## src/rtl/rsa_pkg.sv

```systemverilog
// rtl/rsa_pkg.sv - shared states, defaults and FIFO entry layout for the RSA sequencer
package rsa_pkg;

    localparam int RSA_WIDTH = 32;

    typedef enum logic [2:0] {
        ST_IDLE   = 3'd0,
        ST_KEYGEN = 3'd1,
        ST_READY  = 3'd2,
        ST_LOAD   = 3'd3,
        ST_EXP    = 3'd4,
        ST_OUT    = 3'd5
    } rsa_state_e;

    // FIFO entry: WIDTH+1 bits, encrypt flag in the MSB above the message word.
    typedef struct packed {
        logic                 enc;
        logic [RSA_WIDTH-1:0] msg;
    } rsa_entry_t;

endpackage

```

## src/rtl/rsa_msg_fifo.sv

```systemverilog
// rtl/rsa_msg_fifo.sv - DW x DEPTH synchronous message FIFO with full/empty flags
// clk, reset (async, active-low): clock and flush
// wr_en/wr_data: push; rd_en/rd_data: pop, rd_data shows the head combinationally
// full/empty: occupancy flags
module rsa_msg_fifo #(
    parameter int DW    = 33,
    parameter int DEPTH = 4
) (
    input  logic          clk,
    input  logic          reset,
    input  logic          wr_en,
    input  logic [DW-1:0] wr_data,
    input  logic          rd_en,
    output logic [DW-1:0] rd_data,
    output logic          full,
    output logic          empty
);
    localparam int AW = $clog2(DEPTH);
    localparam logic [AW-1:0] PTR_ONE = AW'(1);
    localparam logic [AW:0]   CNT_ONE = (AW+1)'(1);
    localparam logic [AW:0]   CNT_MAX = (AW+1)'(DEPTH);

    logic [DW-1:0] mem [DEPTH];
    logic [AW-1:0] wptr, rptr;
    logic [AW:0]   count;
    logic          do_wr, do_rd;

    // A write on a full FIFO is legal when the head leaves in the same cycle.
    assign do_rd   = rd_en && !empty;
    assign do_wr   = wr_en && (!full || do_rd);
    assign full    = (count == CNT_MAX);
    assign empty   = (count == '0);
    assign rd_data = mem[rptr];

    always_ff @(posedge clk) begin
        if (do_wr) begin
            mem[wptr] <= wr_data;
        end
    end

    // DEPTH is a power of two, so the pointers wrap naturally.
    always_ff @(posedge clk or negedge reset) begin
        if (!reset) begin
            wptr  <= '0;
            rptr  <= '0;
            count <= '0;
        end else begin
            if (do_wr) wptr <= wptr + PTR_ONE;
            if (do_rd) rptr <= rptr + PTR_ONE;
            case ({do_wr, do_rd})
                2'b10:   count <= count + CNT_ONE;
                2'b01:   count <= count - CNT_ONE;
                default: count <= count;
            endcase
        end
    end

endmodule

```

## src/rtl/rsa_seq_ctrl.sv

```systemverilog
// rtl/rsa_seq_ctrl.sv - RSA sequencing controller: key generation, message queue, mod_exp control
// Optional macro RSA_SEQ_TIMEOUT_EN: abort inverter/mod_exp operations after TIMEOUT cycles.
// clk, reset (async, active-low)
// p, q, key_load: primes and key generation request
// inv_start/inv_done/inv_e/inv_d: inverter handshake and exponents
// in_valid/in_ready/in_msg/in_enc: message input stream
// exp_start/exp_base/exp_mod/exp_exp/exp_done/exp_result: mod_exp handshake
// out_valid/out_ready/out_data/out_err: result stream
// keys_valid, busy: status
module rsa_seq_ctrl
    import rsa_pkg::*;
#(
    parameter int WIDTH   = RSA_WIDTH,
    parameter int DEPTH   = 4,
    parameter int TIMEOUT = 65535
) (
    input  logic               clk,
    input  logic               reset,
    input  logic [WIDTH-1:0]   p,
    input  logic [WIDTH-1:0]   q,
    input  logic               key_load,
    output logic               inv_start,
    input  logic               inv_done,
    input  logic [2*WIDTH-1:0] inv_e,
    input  logic [2*WIDTH-1:0] inv_d,
    input  logic               in_valid,
    output logic               in_ready,
    input  logic [WIDTH-1:0]   in_msg,
    input  logic               in_enc,
    output logic               exp_start,
    output logic [2*WIDTH-1:0] exp_base,
    output logic [2*WIDTH-1:0] exp_mod,
    output logic [2*WIDTH-1:0] exp_exp,
    input  logic               exp_done,
    input  logic [2*WIDTH-1:0] exp_result,
    output logic               out_valid,
    input  logic               out_ready,
    output logic [2*WIDTH-1:0] out_data,
    output logic               out_err,
    output logic               keys_valid,
    output logic               busy
);
    localparam int W2 = 2 * WIDTH;

    rsa_state_e     state, state_nxt;
    logic [W2-1:0]  n_reg, e_reg, d_reg;
    logic [WIDTH-1:0] cur_msg;
    logic           cur_enc;
    logic           ready_en;
    logic           out_to_idle;
    logic           key_accept, fifo_pop, fifo_push;
    logic           fifo_full, fifo_empty;
    logic [WIDTH:0] fifo_rdata;
    logic           msg_oor;
    logic           tmo_hit;

    // ready_en holds in_ready low throughout reset and for the release edge.
    assign in_ready  = ready_en && !fifo_full;
    assign fifo_push = in_valid && in_ready;
    assign busy      = !(state == ST_IDLE || state == ST_READY) || !fifo_empty;
    assign msg_oor   = ({{WIDTH{1'b0}}, cur_msg} >= n_reg);

    rsa_msg_fifo #(
        .DW    (WIDTH + 1),
        .DEPTH (DEPTH)
    ) u_fifo (
        .clk     (clk),
        .reset   (reset),
        .wr_en   (fifo_push),
        .wr_data ({in_enc, in_msg}),
        .rd_en   (fifo_pop),
        .rd_data (fifo_rdata),
        .full    (fifo_full),
        .empty   (fifo_empty)
    );

`ifdef RSA_SEQ_TIMEOUT_EN
    logic [31:0] tmo_cnt;

    // Counts cycles spent waiting on the inverter or mod_exp; cleared elsewhere.
    always_ff @(posedge clk or negedge reset) begin
        if (!reset) begin
            tmo_cnt <= '0;
        end else if ((state == ST_KEYGEN || state == ST_EXP) && !tmo_hit) begin
            tmo_cnt <= tmo_cnt + 32'd1;
        end else begin
            tmo_cnt <= '0;
        end
    end

    assign tmo_hit = (state == ST_KEYGEN || state == ST_EXP) && (tmo_cnt == 32'(TIMEOUT - 1));
`else
    // Without the timeout feature the controller waits forever for done.
    assign tmo_hit = (TIMEOUT < 0);
`endif

    always_ff @(posedge clk or negedge reset) begin
        if (!reset) state <= ST_IDLE;
        else        state <= state_nxt;
    end

    always_comb begin
        state_nxt  = state;
        key_accept = 1'b0;
        fifo_pop   = 1'b0;
        case (state)
            ST_IDLE: begin
                if (key_load) begin
                    key_accept = 1'b1;
                    state_nxt  = ST_KEYGEN;
                end
            end
            ST_KEYGEN: begin
                if (inv_done)     state_nxt = ST_READY;
                else if (tmo_hit) state_nxt = ST_OUT;
            end
            ST_READY: begin
                // A new key request takes priority over queued messages.
                if (key_load) begin
                    key_accept = 1'b1;
                    state_nxt  = ST_KEYGEN;
                end else if (!fifo_empty && keys_valid) begin
                    fifo_pop  = 1'b1;
                    state_nxt = ST_LOAD;
                end
            end
            ST_LOAD:   state_nxt = msg_oor ? ST_OUT : ST_EXP;
            ST_EXP:    if (exp_done || tmo_hit) state_nxt = ST_OUT;
            ST_OUT:    if (out_ready) state_nxt = out_to_idle ? ST_IDLE : ST_READY;
            default:   state_nxt = ST_IDLE;
        endcase
    end

    always_ff @(posedge clk or negedge reset) begin
        if (!reset) begin
            ready_en    <= 1'b0;
            n_reg       <= '0;
            e_reg       <= '0;
            d_reg       <= '0;
            keys_valid  <= 1'b0;
            cur_msg     <= '0;
            cur_enc     <= 1'b0;
            inv_start   <= 1'b0;
            exp_start   <= 1'b0;
            exp_base    <= '0;
            exp_mod     <= '0;
            exp_exp     <= '0;
            out_valid   <= 1'b0;
            out_data    <= '0;
            out_err     <= 1'b0;
            out_to_idle <= 1'b0;
        end else begin
            ready_en  <= 1'b1;
            inv_start <= key_accept;
            exp_start <= (state == ST_LOAD) && !msg_oor;

            if (key_accept) begin
                n_reg      <= W2'(p) * W2'(q);
                keys_valid <= 1'b0;
            end

            if (state == ST_KEYGEN) begin
                if (inv_done) begin
                    e_reg      <= inv_e;
                    d_reg      <= inv_d;
                    keys_valid <= 1'b1;
                end else if (tmo_hit) begin
                    // Failed key generation reports one error, then falls back to IDLE.
                    out_valid   <= 1'b1;
                    out_err     <= 1'b1;
                    out_data    <= '0;
                    out_to_idle <= 1'b1;
                end
            end

            if (fifo_pop) begin
                cur_msg <= fifo_rdata[WIDTH-1:0];
                cur_enc <= fifo_rdata[WIDTH];
            end

            if (state == ST_LOAD) begin
                if (msg_oor) begin
                    out_valid   <= 1'b1;
                    out_err     <= 1'b1;
                    out_data    <= '0;
                    out_to_idle <= 1'b0;
                end else begin
                    exp_base <= W2'(cur_msg);
                    exp_mod  <= n_reg;
                    exp_exp  <= cur_enc ? e_reg : d_reg;
                end
            end

            if (state == ST_EXP) begin
                if (exp_done) begin
                    out_valid   <= 1'b1;
                    out_err     <= 1'b0;
                    out_data    <= exp_result;
                    out_to_idle <= 1'b0;
                end else if (tmo_hit) begin
                    out_valid   <= 1'b1;
                    out_err     <= 1'b1;
                    out_data    <= '0;
                    out_to_idle <= 1'b0;
                end
            end

            if (state == ST_OUT && out_ready) begin
                out_valid   <= 1'b0;
                out_err     <= 1'b0;
                out_to_idle <= 1'b0;
            end
        end
    end

endmodule

```

## config.mk

```make
export PLATFORM = sky130hd
export DESIGN_NAME = rsa_seq_ctrl
export DESIGN_NICKNAME = d
export VERILOG_FILES = /design/src/rtl/rsa_pkg.sv /design/src/rtl/rsa_msg_fifo.sv /design/src/rtl/rsa_seq_ctrl.sv
export SDC_FILE = /design/constraint.sdc
export NUM_CORES = 2
export LEC_CHECK = 0
export ABC_CLOCK_PERIOD_IN_PS = 10400
export CAP_MARGIN = 20
export CORE_MARGIN = 2
export CORE_UTILIZATION = 38
export CTS_BUF_LIST = sky130_fd_sc_hd__clkbuf_8 sky130_fd_sc_hd__clkbuf_16
export CTS_CLUSTER_DIAMETER = 150
export DETAILED_ROUTE_END_ITERATION = 7
export PLACE_DENSITY_LB_ADDON = 0.05
export SYNTH_ARGS = -nofsm -noshare
export SYNTH_HDL_FRONTEND = slang
export SYNTH_HIERARCHICAL = 1
export SYNTH_SLANG_ARGS = --single-unit
```

## constraint.sdc

```tcl
create_clock -name clk -period 10.4 [get_ports clk]
set_clock_uncertainty 0.2 [all_clocks]
set_input_delay 2.08 -clock clk [delete_from_list [all_inputs] [get_ports clk]]
set_output_delay 2.08 -clock clk [all_outputs]
set_load 0.02 [all_outputs]
```

==> impl_summary.txt <==
----------------------------------------------------
[Status]
  Result of the run ... complete, no violations

[Detailed routing]
  Vias per Instance ... ~4.9
  Detailed Route Iter0 Violations ... roughly 1700
  DRC errors left ... 0
  Residual antenna-violating net count after detailed routing ... 0
  Total wire length after detailed routing ... ~170000 um
  Number of vias in the routed layout ... 38443
  Detailed-route wire length per cell ... between 20 and 25 um
  First drt pass iteration count ... 5

[Clock tree]
  CTS tree ... done
  Maximum buffer depth of the clock tree ... 3
  Cell at the root of the clock tree ... clkbuf_16
  Cts-stage hold buffer count ... 0
  Insertion delay to the later sink of the worst-skew pair ... between 600 and 700 ps
  Max H-tree Level ... 3
  Clk pin slew, worst setup/hold paths ... ~60 ps
  Number of clock buffers inserted by TritonCTS ... 70
  Clock net sink count ... roughly 600
  Post-CTS Resized ... 0
  Post CTS Setup Buffer Count ... 0

[Floorplanning]
  Num ports ... 559
  Die H ... ~400 um
  Die W ... slightly below 400 um
  Row count ... approximately 140
  Die Outline Area ... 153000 sq um
  Core area ... 149000 sq um
  Initial Util ... between 30% and 40%

[Critical path]
  Cell with the biggest individual delay on the critical path ... clkdlybuf4s50_1
  Category of the critical setup timing path ... in -> reg
  Worst path top cell family by delay ... adder cells
  CP Launch Type ... primary input
  Critical path endpoint category ... flip-flop
  Critical path peak fanout ... 7
  Largest stage delay on the critical path ... between 700 and 800 ps
  Most repeated library cell on the critical path ... fa_1
  Arrival time reported for the critical path endpoint ... between 9000 and 10000 ps
  CP Data Required Time ... about 11000 ps
  Buffers plus inverters on the worst setup path ... 6

[Logic synthesis]
  Adder and majority gate portion of the synthesized area ... between 30% and 40%
  Area share of xor/xnor cells in the synthesized design ... under 10%
  Share of synthesized cell area in and, or, nand and nor gates ... 13.1%
  Most instantiated flip-flop cell in the synthesis netlist ... dfrtp_1
  Number of enable-type register cells in the synthesized netlist ... approximately 130
  Flip-flop and latch count after synthesis ... 598
  Average cell area after synthesis ... roughly 11 sq um
  Post-Synthesis Cell Area ... between 50000 and 60000 sq um
  Cell type contributing the most total cell area after synthesis ... fa_1
  Fraction of post-synthesis cell area in the top cell type by area ... a little under a third
  Sequential fraction of the synthesis area ... around 27%
  Fraction of registers with async set or reset after synthesis ... between 70 and 80%
  Synth cell count leaders ... inv_1, fa_1, nand2_1, and2_1, dfrtp_1
  Portion of netlist area occupied by mux cells ... under 10%
  Synthesized instance count ... ~5400
  Library cell with the highest instance count after synthesis ... inv_1
  Yosys cell types ... 88
  Count of yosys warnings during synthesis ... 6
  Main combinational cell family by area after synthesis ... adder cells
  Top post-synthesis cells by area ... fa_1, dfrtp_1, edfxtp_1
  Synth Area in Compound Gates ... 5.49%

[Timing]
  Sum of negative setup slack ... 0 ps
  Max-slew headroom at the worst pin ... 33.0%
  Post-route worst hold slack ... ~240 ps
  Period minus WS final ... ~9500 ps
  Transition time of the tightest slew-check pin ... about 1000 ps
  Setup violation total in the final timing report ... 0
  RSZ-0062 raised after global routing ... false
  Final worst-path cycle share ... roughly nine tenths
  Endpoints failing hold ... 0
  Number of pins with negative max-slew slack in the final report ... 0
  FMAX ... roughly 110 MHz

[Placement]
  Quantity of I/O buffers inserted on ports ... about 530
  Half-perimeter wire length after placement ... roughly 130000 um
  GP Congestion ... between 0.8 and 0.9

[Finish]
  Post-route core utilization ... between 40% and 50%
  Flip-flop count of the largest register, all copies and words added ... approximately 130
  Fraction of layout cells with a size suffix above 1 ... around 8.6%
  Post-layout net count ... about 7300
  Biggest register ... u_fifo/mem
  Area grow syn2layout ... 18.4%

[Global route]
  Pin count of the biggest net entering global routing ... between 100 and 150
  GRT Overall Usage ... a little under a quarter
  Global-route wire length before repair ... between 200000 and 300000 um
  Vias in the first global route ... about 42000
  GRT Residual Overflow ... 0
  Antenna violations before repair ... 11

[Flow run]
  Maximum Capacitance Violations ... 0

[Min path]
  Class of the most critical hold timing path ... reg -> reg

----------------------------------------------------
-- final timing paths --
check / cells past startpoint / endpoint / slack [ps] / startpoint
max: 26 / n_reg[53] / 900 / p[27]
min: 1 / state[1] / 240 / out_to_idle
max reg2reg: 9 / exp_exp[1] / 6020 / n_reg[62]
min reg2reg: 1 / state[1] / 240 / out_to_idle
max in group asynchronous: 3 / exp_mod[32] / 6550 / reset
min in group asynchronous: 1 / exp_exp[42] / 1190 / reset
-- routing by layer --
metal  routed length (um)  share of wire, %  up-vias  GRT usage, %
li1                     -                 -    17488             -
met1                70400                42    19968          28.9
met2                87200                52      786          40.3
met3                 7500               4.4      191          3.16
met4                 3440               2.0       10          4.82
met5                   46             0.027        -             0
-- layout make-up --
cell class	count	area [sq um]
Sequential cell	598	15600
Inverter	914	3430
Clock inverter	46	479
Clock buffer	80	1890
Tap cell	2016	2520
Multi-Input combinational cell	3573	36700
Timing Repair Buffer	672	6890
Antenna cell	5	12.5
Fill cell	14251	81900
-- cells in the final DEF, fill, tap and decap left out, types with 5 or more instances in the layout --
| master | n |
|---|---|
| clkinv_2 | 5 |
| mux2_2 | 188 |
| a31oi_1 | 8 |
| o21bai_1 | 15 |
| ha_1 | 299 |
| buf_12 | 40 |
| nor2_1 | 49 |
| nor2b_1 | 5 |
| mux2_1 | 6 |
| a211oi_1 | 7 |
| edfxtp_1 | 132 |
| nand2b_1 | 8 |
| o21ai_0 | 179 |
| and2_1 | 624 |
| nor4_1 | 9 |
| o21ai_1 | 25 |
| o211ai_1 | 8 |
| xor2_1 | 32 |
| diode_2 | 5 |
| mux4_2 | 33 |
| dfrtp_1 | 464 |
| a21o_1 | 29 |
| nand4_1 | 24 |
| and3_1 | 5 |
| a22o_1 | 64 |
| clkdlybuf4s50_1 | 525 |
| clkbuf_16 | 70 |
| o21a_1 | 5 |
| a21oi_1 | 92 |
| mux2i_1 | 65 |
| nand3_1 | 18 |
| nor3_1 | 14 |
| bufinv_16 | 5 |
| inv_1 | 935 |
| clkbuf_8 | 10 |
| xnor2_1 | 37 |
| conb_1 | 33 |
| fa_1 | 897 |
| buf_4 | 105 |
| nand2_1 | 722 |
-- worst register-to-register path, cell delays in order (launching register included) --
cell	delay, ps
dfrtp_1	420
nor4_1	310
nand4_1	350
nor2_1	640
nand3_1	170
o211ai_1	250
buf_4	790
buf_4	570
buf_16	330
o21ai_0	180
-- per-stage QoR --
stage               cells  worst slack, ps  instance area, sq um
floorplan            5426             1320                 57200
finish               7904              904                 67500
global route         7901              597                 67500
CTS                  7898              913                 67500
global placement     7772              231                 65100
detailed placement   7772              259                 65100
-- cells by family after synthesis --
logic type,Yosys count
XOR/XNOR,69
AO/OA/AOI/OAI,482
multiplexers,293
flip-flops,598
other,2
buffers and inverters,1255
AND/OR/NAND/NOR,1500
adder cells (fa/ha/maj),1196
Power is left out: the tool's default activity adds up to more than one toggle a clock period on the data nets, which glitch-free logic cannot reach.
